===== config.mk =====
export PLATFORM = sky130hd
export DESIGN_NAME = rv32i_pipe_ctrl
export DESIGN_NICKNAME = d
export VERILOG_FILES = /design/src/rtl/rv32i_pipe_ctrl.sv
export SDC_FILE = /design/constraint.sdc
export NUM_CORES = 1
export LEC_CHECK = 0
export CORE_MARGIN = 8
export CORE_UTILIZATION = 49
export CTS_CLUSTER_SIZE = 28
export DETAILED_ROUTE_END_ITERATION = 10
export PLACE_DENSITY = 0.8
export SYNTH_ARGS = -nofsm -noshare
export SYNTH_HDL_FRONTEND = slang
export SYNTH_SLANG_ARGS = --single-unit

===== constraint.sdc =====
create_clock -name clk_i -period 2.1 [get_ports clk_i]
set_input_delay 0.21 -clock clk_i [delete_from_list [all_inputs] [get_ports clk_i]]
set_output_delay 0.21 -clock clk_i [all_outputs]
set_load 0.05 [all_outputs]

===== src/rtl/rv32i_pipe_ctrl.sv =====
`default_nettype none
// ============================================================================
//  Module   : rv32i_pipe_ctrl
//  Purpose  : N-stage pipeline sequencer: stall/flush vectors, per-stage valid
//             bits, branch-redirect hold across imem waits, perf counters.
//  Revision : 1.0 - initial release
// ============================================================================
module rv32i_pipe_ctrl #(
    parameter int NB_STAGES  = 5,
    parameter int HAZ_STAGE  = 1,
    parameter int EXEC_STAGE = 2,
    parameter int MEM_STAGE  = 3,
    parameter int CNT_W      = 32
) (
    input  logic                 clk_i,
    input  logic                 resetn_i,
    input  logic                 imem_valid_i,
    input  logic                 hazard_stall_i,
    input  logic                 branch_taken_i,
    input  logic                 dmem_req_i,
    input  logic                 dmem_valid_i,
    output logic [NB_STAGES-1:0] stall_o,
    output logic [NB_STAGES-1:0] flush_o,
    output logic [NB_STAGES-1:0] valid_o,
    output logic                 redirect_pending_o,
    output logic [CNT_W-1:0]     cycle_cnt_o,
    output logic [CNT_W-1:0]     instret_cnt_o,
    output logic [CNT_W-1:0]     fstall_cnt_o
);

    localparam logic [CNT_W-1:0] c_one = CNT_W'(1);

    logic [NB_STAGES-1:1] r_valid_q;
    logic [NB_STAGES-1:1] w_valid_d;
    logic                 r_pend_q;
    logic                 w_pend_d;
    logic [CNT_W-1:0]     r_cycle_q, r_instret_q, r_fstall_q;
    logic [CNT_W-1:0]     w_cycle_d, w_instret_d, w_fstall_d;

    logic [NB_STAGES-1:0] w_valid;
    logic [NB_STAGES-1:0] w_stall;
    logic [NB_STAGES-1:0] w_flush;
    logic                 w_s_f, w_s_h, w_s_m, w_fl;

    // Fetch stage always holds a (possibly stalled) word, so its valid is tied.
    assign w_valid = {r_valid_q, 1'b1};

    assign w_s_f = ~imem_valid_i;
    assign w_s_h = hazard_stall_i & w_valid[HAZ_STAGE];
    assign w_s_m = dmem_req_i & w_valid[MEM_STAGE] & ~dmem_valid_i;

    // Sources are nested by stage, so the stall mask is a prefix up to the
    // highest active source.
    always_comb begin
        w_stall = '0;
        for (int j = 0; j < NB_STAGES; j++) begin
            w_stall[j] = (w_s_m && (j <= MEM_STAGE)) ||
                         (w_s_h && (j <= HAZ_STAGE)) ||
                         (w_s_f && (j == 0));
        end
    end

    assign w_fl = branch_taken_i & w_valid[EXEC_STAGE] & ~w_stall[EXEC_STAGE];

    always_comb begin
        w_flush = '0;
        for (int j = 1; j <= EXEC_STAGE; j++) begin
            w_flush[j] = w_fl;
        end
        // Wrong-path words keep arriving until the redirected fetch returns.
        w_flush[1] = w_flush[1] | r_pend_q;
    end

    always_comb begin
        w_valid_d = r_valid_q;
        for (int j = 1; j < NB_STAGES; j++) begin
            if (w_stall[j]) begin
                w_valid_d[j] = w_flush[j] ? 1'b0 : r_valid_q[j];
            end else if (w_flush[j] || w_stall[j-1]) begin
                w_valid_d[j] = 1'b0;
            end else begin
                w_valid_d[j] = w_valid[j-1];
            end
        end
    end

    always_comb begin
        w_pend_d    = (w_fl & ~imem_valid_i) | (r_pend_q & (~imem_valid_i | w_fl));
        w_cycle_d   = r_cycle_q + c_one;
        w_instret_d = w_valid[NB_STAGES-1] ? r_instret_q + c_one : r_instret_q;
        w_fstall_d  = w_s_f ? r_fstall_q + c_one : r_fstall_q;
    end

    always_ff @(posedge clk_i or negedge resetn_i) begin
        if (!resetn_i) begin
            r_valid_q   <= '0;
            r_pend_q    <= 1'b0;
            r_cycle_q   <= '0;
            r_instret_q <= '0;
            r_fstall_q  <= '0;
        end else begin
            r_valid_q   <= w_valid_d;
            r_pend_q    <= w_pend_d;
            r_cycle_q   <= w_cycle_d;
            r_instret_q <= w_instret_d;
            r_fstall_q  <= w_fstall_d;
        end
    end

    assign stall_o            = w_stall;
    assign flush_o            = w_flush;
    assign valid_o            = w_valid;
    assign redirect_pending_o = r_pend_q;
    assign cycle_cnt_o        = r_cycle_q;
    assign instret_cnt_o      = r_instret_q;
    assign fstall_cnt_o       = r_fstall_q;

endmodule
`default_nettype wire


; ---- Word-level counts from Yosys, hierarchy flattened
; Index checks and enable logic that the tools add are counted.
[word_totals]
wordCells = 37
reg_bits = 101
in_bits = 7
out_inout_bits = 112
[op_classes]
n_mux = 7
bitwise_logic = 13
eq_ne = 2
addsub = 3
reduce_logical = 4
[ops]
columns = op, count
row1 = $add 32x1->32 const B, 3
row2 = $and 1x1->1, 7
row3 = $mux 1, 7
row4 = $logic_or 1x1->1, 4
row5 = $ne 2x1->1 const B, 2
row6 = $not 1->1, 3
row7 = $or 1x1->1, 3

; ---- Longest topological paths before layout
; Gate-level depths: netlist of run 1.
[logic_depth]
word_depth = 8
depth_mapped = 6

; ---- Worst setup path before layout of run 1
; No wires, ideal clock.
[synth_timing]
path_type = register to register
startpoint = register r_cycle_q[0], in the netlist cycle_cnt_o[0]
endpoint = register r_cycle_q[22], in the netlist cycle_cnt_o[22]
synth_period_minus_slack_ps = 2062
path_stages_with_launch = 6
slack_ps = 38
setup_ps = 141
required_time_ps = 1959
arrival_time_ps = 1921
cell_sequence = dfrtp_1 -> ha_1 -> nand4_1 -> nor4_1 -> nand4_1 -> xnor2_1
[synth_via]
elab_chain_cells = 1
[synth_rtl]
columns = element, line
row1 = from (decl), 37  ; logic [CNT_W-1:0] r_cycle_q, r_instret_q, r_fstall_q;
row2 = from (signal assigned), 104  ; r_cycle_q <= w_cycle_d;
row3 = $add 32x1->32, 89  ; w_cycle_d = r_cycle_q + c_one;
row4 = named net w_cycle_d[22], 38  ; logic [CNT_W-1:0] w_cycle_d, w_instret_d, w_fstall_d;
; The timed path passes the listed nets, and every way through them passes these cells.
; A chain may end at the register's enable or synchronous reset.

; ---- Final worst setup path of run 1
[layout_timing]
startpoint = register r_valid_q[4] in the netlist's numbering
endpoint = output port valid_o[4]
[layout_lines]
columns = element, line
row1 = from (decl), 33  ; logic [NB_STAGES-1:1] r_valid_q;
row2 = from (signal assigned), 102  ; r_valid_q <= w_valid_d;
row3 = to (decl), 24  ; output logic [NB_STAGES-1:0] valid_o,
; No word-level cell between the ends.

==> flow_summary.json, run 1 <==
{
  "outcome": "complete, no violations",
  "hold_slack_ps": 450,
  "routed_via_density": 5.36,
  "fill_cells": 731,
  "fin_tns_setup_ps": 0,
  "synth_area_leaders": "dfrtp_1, xnor2_1, xor2_1",
  "crit_chain": "clkdlybuf4s50_1",
  "post-cts-setup-buffers": 0,
  "drc": 0,
  "dp_slack_ps": 235,
  "cts_buffers": 9,
  "power.density_mw_per_mm2": 767,
  "cp_data_arrival_time_ps": 1700,
  "coreArea_mm2": 0.00915,
  "num_rows": 35,
  "synth_edf_count": 0,
  "critPathSlowestCell": "clkdlybuf4s50_1",
  "period_needed_ps": 1910,
  "firstDrtPassIters": 4,
  "drive_above_1_share": 0.0923,
  "drt-initial-drc-count": 124,
  "top_usage_layer": "met2",
  "clk_pin_slew_worst_paths_ps": 110,
  "path_max_fanout": 7,
  "final_nets": 547,
  "avgSynthCellArea_um2": 11.2,
  "rsz0062_at_grt": "false",
  "grt_usage": 0.171,
  "h-tree-depth": 3,
  "setup_ws_ps": 185,
  "worstPathRequired_ps": 1890,
  "ios": 119,
  "dieArea_mm2": 0.0127,
  "ys.flop_type": "dfrtp_1",
  "start_util": 0.501,
  "maxCapViolCount": 0,
  "ctsRootBufferMaster": "clkbuf_8",
  "critPathKind": "register to output port",
  "finalSetupViolCount": 0,
  "fp.dieW_um": 113,
  "final_common_cell": "clkdlybuf4s50_1",
  "ys_seq_area_frac": 0.551,
  "endpoint_kind": "output port",
  "critPathBufInv": 1,
  "hp-class": "input pin to asynchronous set/reset pin",
  "grt_overflow_total": 0,
  "worst_slew_pin_slew_ps": 671,
  "grt_max_degree": 102,
  "ant_nets": 0,
  "synth_top_area_frac": 0.551,
  "cts_num_sinks": 101,
  "via_count": 3498,
  "fin_util": 0.670,
  "area_growth_pct": 33.7,
  "routed_wl_mm": 10.7,
  "wl_per_cell_um": 16.3,
  "final_cell_mix": "clkdlybuf4s50_1, dfrtp_1, xnor2_1, nand2_1",
  "start_kind": "register",
  "p_leak_nw": 2.72,
  "synth_top_cell_by_area": "dfrtp_1",
  "maxSlewViolCount": 0,
  "antenna_cells": 0,
  "grt_pass1_wl_mm": 17.9,
  "grtUsageMet1": 0.211,
  "met3_usage": 0.0511,
  "max_freq_mhz": 522,
  "crit_family": "buffers and inverters",
  "synth.distinct_cells": 39,
  "worst_ir_drop_vdd_v": 0.000706,
  "fin_crit_sh": 0.912,
  "fin_skew_ps": 17.6,
  "grt_pass1_vias": 3584,
  "die_height_um": 113,
  "hpwl_mm": 7.97,
  "place_congestion": 0.859,
  "regArea_mm2": 0.00253,
  "ys_ff_latch": 101,
  "max_slew_margin": 0.548,
  "hold_viol_final": 0,
  "ys_warn_count": 0,
  "clk_latency_ps": 350,
  "grt_use_met2": 0.279,
  "antenna_found_initial": 0,
  "cts_tree": "done",
  "slowest_delay_ps": 870,
  "synthCells": 410,
  "synth_area_mm2": 0.00459,
  "portBuffers": 113,
  "async_reset_ff_frac": 1.00,
  "multi_input_area_mm2": 0.00196,
  "clockBufferDepth": 2
}
==> power breakdown <==
part	internal, mW	leakage [nW]	switching (mW)	total [mW]
Clock	0.573	0.104	0.699	1.27
Sequential	2.08	1.36	0.197	2.27
Combinational	0.403	1.25	0.758	1.16
==> state kept, by name, indices dropped and copies added, names as in the netlist <==
| name | cells |
|---|---|
| fstall_cnt_o | 32 |
| r_valid_q | 4 |
| redirect_pending_o | 1 |
| cycle_cnt_o | 32 |
| instret_cnt_o | 32 |
==> path summary, 6_finish.rpt <==
| kind | start | to | slack [ps] | cells after the start |
|---|---|---|---|---|
| hold reg to reg | instret_cnt_o[31] | instret_cnt_o[31] | 490 | 1 |
| setup reg to reg | cycle_cnt_o[4] | cycle_cnt_o[21] | 210 | 4 |
| min in group clk_i | instret_cnt_o[31] | instret_cnt_o[31] | 490 | 1 |
| hold / removal | resetn_i | instret_cnt_o[13] | 450 | 3 |
| setup / recovery | r_valid_q[4] | valid_o[4] | 190 | 1 |
| max in group asynchronous | resetn_i | cycle_cnt_o[29] | 1250 | 3 |
==> metrics by stage <==
stage / total power [mW] / instances / area, um2
after CTS: 4.75 / 653 / 6130
after floorplan: 3.01 / 413 / 4600
after detailed placement: 3.47 / 636 / 5920
final: 4.71 / 653 / 6130
after global placement: 3.45 / 636 / 5920
after global routing: 4.93 / 653 / 6130
==> cells in the mapped netlist, types with 2 or more instances <==
library cell	number
and3_1	10
and3b_1	2
and4_1	3
buf_4	8
clkbuf_1	2
conb_1	2
dfrtp_1	101
ha_1	3
inv_1	10
mux2_2	2
nand2_1	35
nand3_1	29
nand3_2	2
nand3b_1	2
nand4_1	32
nand4b_1	3
nor2_1	23
nor3_1	13
nor4_1	11
nor4_2	2
or2_2	5
or3_1	3
xnor2_1	60
xor2_1	32
==> repair_timing <==
| action | CTS | global route |
|---|---|---|
| endpoints found under the hold margin | 101 | 0 |
| gates resized for setup | 0 | 0 |
| hold buffers | 1 | 0 |
| endpoints found under the setup margin | 0 | 0 |
==> layer usage <==
metal  wire length, um  part of all wire
met1              4630              0.43
met2              5190              0.49
met3               717             0.067
met4               128             0.012
met5                 0                 0
==> logic make-up (layout without fill, tap and decap cells) <==
| group | count (synthesis) | in the layout | synth area share |
|---|---|---|---|
| flops | 101 | 101 | 0.551 |
| other cells | 2 | 5 | 0.00164 |
| simple gates | 185 | 185 | 0.229 |
| buf+inv | 21 | 150 | 0.0240 |
| compound gates | 3 | 3 | 0.00382 |
| fa+ha+maj | 4 | 4 | 0.0104 |
| xor+xnor | 92 | 92 | 0.176 |
| mux | 2 | 2 | 0.00491 |
==> final cells by class <==
| cell class | instances | share of cell area |
|---|---|---|
| Timing Repair Buffer | 124 | 0.206 |
| Multi-Input combinational cell | 291 | 0.320 |
| Inverter | 10 | 0.00612 |
| Sequential cell | 101 | 0.412 |
| Tap cell | 111 | 0.0226 |
| Clock inverter | 7 | 0.0135 |
| Clock buffer | 9 | 0.0202 |
==> worst register-to-register path, delay by kind of cell (launching register included) <==
family	cells	cell delay (ps)
XOR/XNOR	1	180
flip-flops	1	470
AND/OR/NAND/NOR	3	1140
Note: power is estimated with default switching activity, not from simulation.
==> run 2, diff against run 1 <==
--- a/config.mk
+++ b/config.mk
@@ -6,10 +6,11 @@
 export NUM_CORES = 1
 export LEC_CHECK = 0
 export CORE_MARGIN = 8
-export CORE_UTILIZATION = 49
+export CORE_UTILIZATION = 45
 export CTS_CLUSTER_SIZE = 28
 export DETAILED_ROUTE_END_ITERATION = 10
-export PLACE_DENSITY = 0.8
+export PLACE_DENSITY = 0.75
+export REMOVE_ABC_BUFFERS = 1
 export SYNTH_ARGS = -nofsm -noshare
 export SYNTH_HDL_FRONTEND = slang
 export SYNTH_SLANG_ARGS = --single-unit
==> run 2 against run 1 <==
Power fell by 0.41%. Die area rose by 7.6%. Core utilization fell by 5.9 points. Routed wire length is 0.84% lower. Clock-buffer cell count stayed put. Critical path depth grew 3. Global-route usage is 1.2 points lower. Combinational power about the same. Highest routed layer unchanged.
==> flow_summary.json, run 2 (same netlist as run 1, synthesis figures left out) <==
{
  "post-cts-setup-buffers": 0,
  "portBuffers": 113,
  "cts_tree": "done",
  "clockBufferDepth": 2,
  "clk_pin_slew_worst_paths_ps": 100,
  "fin_crit_sh": 0.919,
  "grt_max_degree": 58,
  "maxCapViolCount": 0,
  "crit_family": "simple AND/OR/NAND/NOR gates",
  "critPathSlowestCell": "dfrtp_1",
  "power.density_mw_per_mm2": 760,
  "endpoint_kind": "output port",
  "routed_wl_mm": 10.6,
  "final_common_cell": "clkdlybuf4s50_1",
  "final_nets": 549,
  "rr_worst_depth": 4,
  "grt_pass1_vias": 3551,
  "antenna_cells": 0,
  "clkPwrFrac": 0.272,
  "crit_chain": "and3b_1 > a21o_1 > or2_2 > buf_4",
  "dieArea_mm2": 0.0137,
  "hold_viol_final": 0,
  "die_height_um": 117,
  "p_switching_mw": 1.64,
  "max_freq_mhz": 518,
  "p_leak_nw": 2.72,
  "cp_num_cells": 4,
  "critPathBufInv": 1,
  "firstDrtPassIters": 4,
  "grt_overflow_total": 0,
  "wl_per_cell_um": 15.5,
  "area_growth_pct": 34.4,
  "worst_slew_pin_slew_ps": 574,
  "antenna_found_initial": 0,
  "cts_buffers": 9,
  "total_power_mw": 4.69,
  "critPathKind": "register to output port",
  "start_util": 0.455,
  "cts_resized": 0,
  "period_needed_ps": 1930,
  "p_seq_frac": 0.484,
  "outcome": "complete, no violations",
  "worst_ir_drop_vdd_v": 0.000831,
  "hold_buffers": 1,
  "ant_nets": 0,
  "ios": 119,
  "h-tree-depth": 3,
  "slowest_delay_ps": 400,
  "maxSlewViolCount": 0,
  "start_kind": "register",
  "grt_pass1_wl_mm": 17.4,
  "ctsRootBufferMaster": "clkbuf_8",
  "place_congestion": 0.874,
  "clk_latency_ps": 360,
  "dp_cells": 663,
  "coreArea_mm2": 0.0101,
  "stdcell_count": 680,
  "cts_num_sinks": 101,
  "worstPathRequired_ps": 1890,
  "drt-initial-drc-count": 117,
  "hpwl_mm": 7.94,
  "via_count": 3451,
  "grt_usage": 0.159,
  "hp-class": "input pin to asynchronous set/reset pin",
  "num_rows": 37,
  "switching_share": 0.349,
  "final_cell_mix": "clkdlybuf4s50_1, dfrtp_1, xnor2_1, nand2_1",
  "drive_above_1_share": 0.0956,
  "routed_via_density": 5.08,
  "path_max_fanout": 8,
  "fp.dieW_um": 117,
  "fin_skew_ps": 14.5,
  "hold_slack_ps": 295,
  "p_int_mw": 3.05,
  "p_comb_frac": 0.244,
  "fin_util": 0.611,
  "drc": 0,
  "rsz0062_at_grt": "false",
  "finalSetupViolCount": 0,
  "cp_data_arrival_time_ps": 1720,
  "max_slew_margin": 0.616
}
==> run 2: path summary, 6_finish.rpt <==
path,start,end,slack (ps)
max in group asynchronous,resetn_i,fstall_cnt_o[20],1200
setup / recovery,r_valid_q[3],stall_o[0],170
min in group clk_i,instret_cnt_o[31],instret_cnt_o[31],480
setup reg to reg,cycle_cnt_o[4],cycle_cnt_o[21],230
hold / removal,resetn_i,instret_cnt_o[14],300
hold reg to reg,instret_cnt_o[31],instret_cnt_o[31],480
==> run 2: worst register-to-register path, delay by kind of cell, from the launching register on <==
kind / cells / cell delay, ps
xor+xnor: 1 / 180
simple gates: 3 / 1140
flops: 1 / 470
==> run 2: power groups by stage <==
stage	clock network, mW	logic [mW]	registers, mW
floorplan	0	0.265	2.73
detailed placement	0	1.16	2.30
global route	1.38	1.21	2.29
finish	1.27	1.15	2.27
global placement	0	1.15	2.30
CTS	1.32	1.16	2.27
==> run 2: stage by stage <==
step,TNS [ps],cell area (um2),setup slack (ps)
3_3_place_gp,0,5950,268
4_1_cts,0,6170,141
6_report,0,6170,169
5_1_grt,0,6170,56.7
3_5_place_dp,0,5950,197
2_1_floorplan,-2900,4530,-761
==> run 2: cell type report <==
type                       instances  area (um2)
timing repair buffer             126        1260
tap                              136         170
fill                             852        3930
clock inverter                     7        80.1
sequential                       101        2530
clock buffer                       9         124
inverter                          10        37.5
multi-input combinational        291        1960
==> run 2: layer usage <==
metal,GRT usage,up-vias,part of all wire
li1,-,1671,-
met2,0.251,95,0.46
met1,0.201,1679,0.44
met4,0.0384,0,0.0048
met3,0.0636,6,0.093
met5,0,-,0
